`config.mk`:
```
export PLATFORM = sky130hd
export DESIGN_NAME = gpu_instruction_writer
export DESIGN_NICKNAME = d
export VERILOG_FILES = /design/src/rtl/gpu_instruction_writer.sv
export SDC_FILE = /design/constraint.sdc
export NUM_CORES = 1
export LEC_CHECK = 0
export BUFFER_PORTS_ARGS = -buffer_cell sky130_fd_sc_hd__buf_4
export CORE_MARGIN = 3
export CORE_UTILIZATION = 57
export CTS_CLUSTER_DIAMETER = 120
export DETAILED_ROUTE_END_ITERATION = 12
export GPL_TIMING_DRIVEN = 0
export HOLD_SLACK_MARGIN = 0.15
export PLACE_DENSITY = 0.79
export REMOVE_ABC_BUFFERS = 1
export SLEW_MARGIN = 10
export SYNTH_ARGS = -nofsm -noshare
export SYNTH_HDL_FRONTEND = slang
export SYNTH_SLANG_ARGS = --single-unit
```
`constraint.sdc`:
```
create_clock -name clk -period 3.9 [get_ports clk]
set_input_delay 0.585 -clock clk [delete_from_list [all_inputs] [get_ports clk]]
set_output_delay 0.585 -clock clk [all_outputs]
set_load 0.005 [all_outputs]
```
`src/rtl/gpu_instruction_writer.sv`:
```
// Host-side producer for the GPU instruction FIFO pair.
// Queues {A,B} words and pushes them with a 3-cycle write handshake.
module gpu_instruction_writer #(
  parameter int DEPTH = 4,
  parameter int CNT_W = 16
) (
  input  logic                         clk,
  input  logic                         reset,
  input  logic                         in_wr_en,
  input  logic [31:0]                  in_dataA,
  input  logic [31:0]                  in_dataB,
  input  logic                         in_clear_overflow,
  input  logic                         wrfull,
  output logic [31:0]                  out_dataA,
  output logic [31:0]                  out_dataB,
  output logic                         out_wrreq,
  output logic                         out_full,
  output logic                         out_idle,
  output logic                         out_overflow,
  output logic [$clog2(DEPTH+1)-1:0]   out_pending,
  output logic [CNT_W-1:0]             out_sent_count
);

  localparam int PTR_W = $clog2(DEPTH);
  localparam int CW    = $clog2(DEPTH+1);
  localparam logic [CW-1:0] FULL_CNT = CW'(DEPTH);

  typedef enum logic [1:0] {
    IDLE,
    WRITE,
    SETTLE
  } state_t;

  state_t state;
  state_t state_next;

  logic [63:0]      mem [DEPTH];
  logic [PTR_W-1:0] wr_ptr;
  logic [PTR_W-1:0] rd_ptr;
  logic [CW-1:0]    count;
  logic             push;
  logic             drop;
  logic             pop;
  logic             load;

  // Fullness is judged on the pre-edge count, so a same-cycle pop never frees space.
  always_comb begin
    push = in_wr_en && (count != FULL_CNT);
    drop = in_wr_en && (count == FULL_CNT);
    pop  = (state == WRITE);
  end

  // Next-state: latch the head when the FIFO has room, then write, then settle.
  always_comb begin
    state_next = state;
    load       = 1'b0;
    unique case (state)
      IDLE: begin
        if ((count != '0) && !wrfull) begin
          load       = 1'b1;
          state_next = WRITE;
        end
      end
      WRITE:   state_next = SETTLE;
      SETTLE:  state_next = IDLE;
      default: state_next = IDLE;
    endcase
  end

  // State register.
  always_ff @(posedge clk) begin
    if (reset) state <= IDLE;
    else       state <= state_next;
  end

  // Queue pointers and occupancy.
  always_ff @(posedge clk) begin
    if (reset) begin
      wr_ptr <= '0;
      rd_ptr <= '0;
      count  <= '0;
    end else begin
      if (push) wr_ptr <= wr_ptr + 1'b1;
      if (pop)  rd_ptr <= rd_ptr + 1'b1;
      unique case ({push, pop})
        2'b10:   count <= count + 1'b1;
        2'b01:   count <= count - 1'b1;
        default: count <= count;
      endcase
    end
  end

  // Queue storage; contents are don't-care until pushed.
  always_ff @(posedge clk) begin
    if (push) mem[wr_ptr] <= {in_dataA, in_dataB};
  end

  // Presented words hold their value until the next head is latched.
  always_ff @(posedge clk) begin
    if (reset) begin
      out_dataA <= '0;
      out_dataB <= '0;
    end else if (load) begin
      {out_dataA, out_dataB} <= mem[rd_ptr];
    end
  end

  // Sent counter, wrapping naturally.
  always_ff @(posedge clk) begin
    if (reset)    out_sent_count <= '0;
    else if (pop) out_sent_count <= out_sent_count + 1'b1;
  end

  // Sticky overflow; a drop wins over a clear in the same cycle.
  always_ff @(posedge clk) begin
    if (reset)                  out_overflow <= 1'b0;
    else if (drop)              out_overflow <= 1'b1;
    else if (in_clear_overflow) out_overflow <= 1'b0;
  end

  assign out_wrreq   = (state == WRITE);
  assign out_pending = count;
  assign out_full    = (count == FULL_CNT);
  assign out_idle    = (count == '0) && (state == IDLE);

endmodule
```
* Yosys cells after proc, flatten, opt, wreduce, memory -nomap -nowiden
Memories as Yosys holds them, arrays and structs flattened. A register that Yosys moved wholly into a read port is not among the register bits.
Cells that the tools add are included.
** Word-level totals
- Memories kept :: 1
- Output and inout bits :: 87
- Flip-flop bits (word level) :: 26
- Bits in writable memories :: 256
- Logic and storage cells :: 37
- Input bits :: 69
** Memory list
- mem :: words 4, width 64, read ports 1, clocked after memory_dff 1, write ports 1, line 37 : logic [63:0] mem [DEPTH];
** Operators by class
- Reduce and logical (&&, ||, !) cells :: 10
- Add/sub/neg operators :: 5
- Equal/unequal tests :: 6
- Muxes and demuxes :: 9
** Operators with widths (count)
- adder 16 x 1 -> 16 bit, second input constant :: 1
- two-way mux 1 bit :: 6
- one-hot mux 3 bit (2 select lines) :: 1
- adder 2 x 1 -> 2 bit, second input constant :: 2
- == test 2 x 1 -> 1 bit, second input constant :: 2
- logical AND 1 bit :: 4
- one-hot mux 2 bit (2 select lines) :: 1
- nonzero test 2 bit :: 2
- adder 3 x 1 -> 3 bit, second input constant :: 1
- == test 3 bit, second input constant :: 1
- logical NOT 3 bit :: 1
- inequality test 3 bit, second input constant :: 1
- nonzero test 3 bit :: 1
- subtractor 3 x 1 -> 3 bit, second input constant :: 1
- == test 2 bit, second input constant :: 1
- logical NOT 2 bit :: 1
- two-way mux 2 bit :: 1
- inequality test 2 bit, second input constant :: 1
- logical NOT 1 bit :: 1

* Logic depth before layout (Yosys ltp)
- Word-level depth :: 4
- Mapped depth :: 10
- Gate-level depth less buffers :: 9

* Worst setup path after synthesis
No wires, ideal clock.
- Kind :: input to register
- Start :: input in_wr_en
- End :: memory mem[0][0], enable pin
- Setup slack :: 1.004 ns
- Data required time :: 3.471 ns
- Data arrival time :: 2.467 ns
- Stages :: 3
- Setup time :: 0.429 ns
- Path buffers :: 1
- Cell sequence :: nor2b_1 > clkbuf_1 > and2_1
** Between the ends
- Cells in the longest elaborated chain, start to end :: 3
** RTL lines
- start, declared :: line 9 : input logic in_wr_en,
- logical AND 1 bit :: line 48 : push = in_wr_en && (count != FULL_CNT);
- two-way mux 1 bit :: line 95 : if (push) mem[wr_ptr] <= {in_dataA, in_dataB};
- two-way mux 1 bit (not written as such) :: line 95
- end, declared :: line 37
No other way between the ends.

* Final worst setup path
- Start :: register state[0]
- End :: register count[2], in the netlist out_pending[2]
** Between the ends
- Cells in the longest elaborated chain, start to end :: 3
- Elaborated cells on any way between the ends :: 5
- Those cells by class :: eq/ne: 3; mux: 1; reduce/logical: 1
** RTL lines
- start, declared :: line 34 : state_t state;
- start signal, assigned :: line 73 : else state <= state_next;
- == test 2 x 1 -> 1 bit (*) :: line 50 : pop = (state == WRITE);
- == test 2 x 1 -> 1 bit or == test 2 bit (tied branches) :: line 85 : unique case ({push, pop})
- one-hot mux 3 bit (2 select lines) or nonzero test 2 bit (tied branches)
- end signal, assigned :: line 86 : 2'b10: count <= count + 1'b1;
- end signal, assigned :: line 87 : 2'b01: count <= count - 1'b1;
- end signal, assigned :: line 88 : default: count <= count;
- end, declared :: line 40 : logic [CW-1:0] count;
Every way passes the cells marked *; elsewhere a longest branch is shown, timed or not.
A chain may end at the register's enable or synchronous reset.

==> metrics <==
clk slew on worst S/H paths 0.06 ns; Max Slew Vio Count 0; top post-synthesis cells by count 256 x edfxtp_1, 133 x nand2_1, 90 x dfxtp_1, 70 x a21oi_1, 64 x mux4_2; Site Rows 53; # Post-CTS Setup Buffers 0; clock buffer count from CTS 35; DIE WIDTH 155 um; status completed; H-Tree Depth 2; crit path capture type register; I/O pins 156; Design Area, Final 15300 um2; vias per std cell 5.65; post-synth top area cell edfxtp_1; top cells by area in the synthesized netlist edfxtp_1 61%, dfxtp_1 14%, mux4_2 11%; async set-reset flop share out of synthesis 0; unrepaired setup endpoints after global routing false; Area Growth Syn to Fin 20.9%; antenna cells 0; 1st-pass router iterations 5; Fill cells 1327; GRT overflow 0; fin util 0.714; Worst Path Required 4.32 ns; drt first-iter violations 369; share of the synthesized area in the top cell type 0.608; starting density of the core 0.591; dpl cells 1152; Clock power frac 0.358; syn_area_per_cell 16.9 um2; hold_buf cts 0; RD Place Congestion 0.790; Clock Path Buffers 3; GRT Total Usage 0.207; CTS sink count 346; CP startpoint kind register; Tcrit/Tclk final 0.647; Hold Crit Class input pin to register; Layout Cells excl Fill 1216; via count 6875; first-pass GRT wire length 38.9 mm; Gate power share 0.130; Unique masters post-synth 40; pwr dens 563 nW/um2; Final Hold Viols 0; drt drc 0; Seq pwr share 0.512; YS warnings 0; total power 8.61 mW; Cell Area, Synth 12700 um2; Main synth FF type edfxtp_1; sequential share of the synthesized area 0.750; placed cell areas 14200 um2; die area 24000 um2; initial antenna violation count 0; worst slack, placed 1.39 ns; Worst Setup Path Type register to register; # setup viols final 0; Setup TNS Final 0 ns; cell leakage power 5.28 nW; Fmax achieved 396 MHz; Root Buffer clkbuf_16; Final nets 990; Net Sw Frac 0.234; relative slew slack 0.258; Worst-Skew Late Latency 0.50 ns; CTS tree yes; flops & latches, synth 346; post_cts resized 0; number of global-route vias before repair 7088; DRT antenna net count 0; largest net degree at the start of global routing 93; net switching power 2.02 mW; Core Footprint 21400 um2; layout cells sized above 1 0.312; Post-synth EDFFs 256; Synth Instances 749; Worst Max-Slew Pin Slew 1.11 ns; Int Pwr 6.59 mW; Max-cap violations 0; Final min period 2.52 ns; crit-path max FO 9; hold slack 0.279 ns; Final Skew 0.0108 ns; final WL 24.3 mm; Chip Height 155 um; WL/cell 20.0 um; Setup WS post-layout 1.38 ns; VDD IR max 0.394 mV; post-DP HPWL 14.2 mm; most common cell in the netlist edfxtp_1; Buffers on Ports 155; Worst Path Arrival 2.95 ns
-- final cells by class --
class                   instances  area, um2  area share
multi-input cells             356       2970       0.194
clock inverters                 8       56.3     0.00368
repair buffers                167       1400      0.0913
clock buffers                  56       1000      0.0657
well taps                     275        344      0.0225
flip-flops and latches        346       9500       0.621
inverters                       8       30.0     0.00196
-- worst paths after layout --
kind / end / startpoint / cells after the start / slack [ns]
setup reg to reg: out_pending[2] / state[0] / 7 / 1.38
hold reg to reg: out_dataB[11] / out_dataB[11] / 2 / 0.45
setup / recovery: out_pending[2] / state[0] / 7 / 1.38
hold / removal: mem[1][51] / in_dataA[19] / 1 / 0.28
-- metal layers --
| metal | vias to the layer above | GRT usage | wire, um |
|---|---|---|---|
| met2 | 206 | 0.335 | 11900 |
| met3 | 34 | 0.0492 | 1690 |
| li1 | 3149 | - | - |
| met4 | 0 | 0.0534 | 394 |
| met5 | - | 0 | 0 |
| met1 | 3486 | 0.288 | 10400 |
-- power groups by stage --
stage / Clock [mW] / Sequential (mW) / Combinational [mW]
6_report: 3.08 / 4.41 / 1.12
5_1_grt: 3.30 / 4.45 / 1.23
4_1_cts: 3.14 / 4.42 / 1.14
3_5_place_dp: 0 / 4.49 / 1.13
3_3_place_gp: 0 / 4.54 / 1.03
2_1_floorplan: 0 / 4.50 / 0.559
-- worst max-delay path: stages, from the launching register on --
cell and delay, ns:
dfxtp_1 0.45, nor2b_1 0.67, ha_1 0.30, inv_1 0.07
fa_1 0.37, xor2_1 0.15, or3_1 0.30, a21oi_1 0.14
-- cells by family (layout without fill, tap and decap cells) --
group	count (synthesis)	count (layout)	synth area share
buf+inv	47	239	0.0161
compound gates	74	74	0.0298
flops	346	346	0.750
simple gates	192	192	0.0690
fa+ha+maj	7	7	0.00751
xor+xnor	15	15	0.0104
mux	68	68	0.117
-- cells in the final DEF (no fill, tap or decap), types with 6 or more instances in the layout --
master / Yosys / layout
a21oi_1: 70 / 70
clkbuf_1: 21 / 16
nor2_1: 22 / 22
edfxtp_1: 256 / 256
buf_4: 4 / 155
xnor2_1: 6 / 6
nand2_1: 133 / 133
ha_1: 6 / 6
mux4_2: 64 / 64
nor2b_1: 6 / 6
clkbuf_16: 0 / 35
xor2_1: 9 / 9
inv_1: 8 / 8
dfxtp_1: 90 / 88
-- state kept, by name, indices dropped and copies added (netlist names) --
signal / cells
mem: 256
out_dataA: 32
out_dataB: 32
out_overflow: 1
out_pending: 3
out_sent_count: 16
rd_ptr: 2
state: 2
wr_ptr: 2
Power figures use the tool's default switching activity.
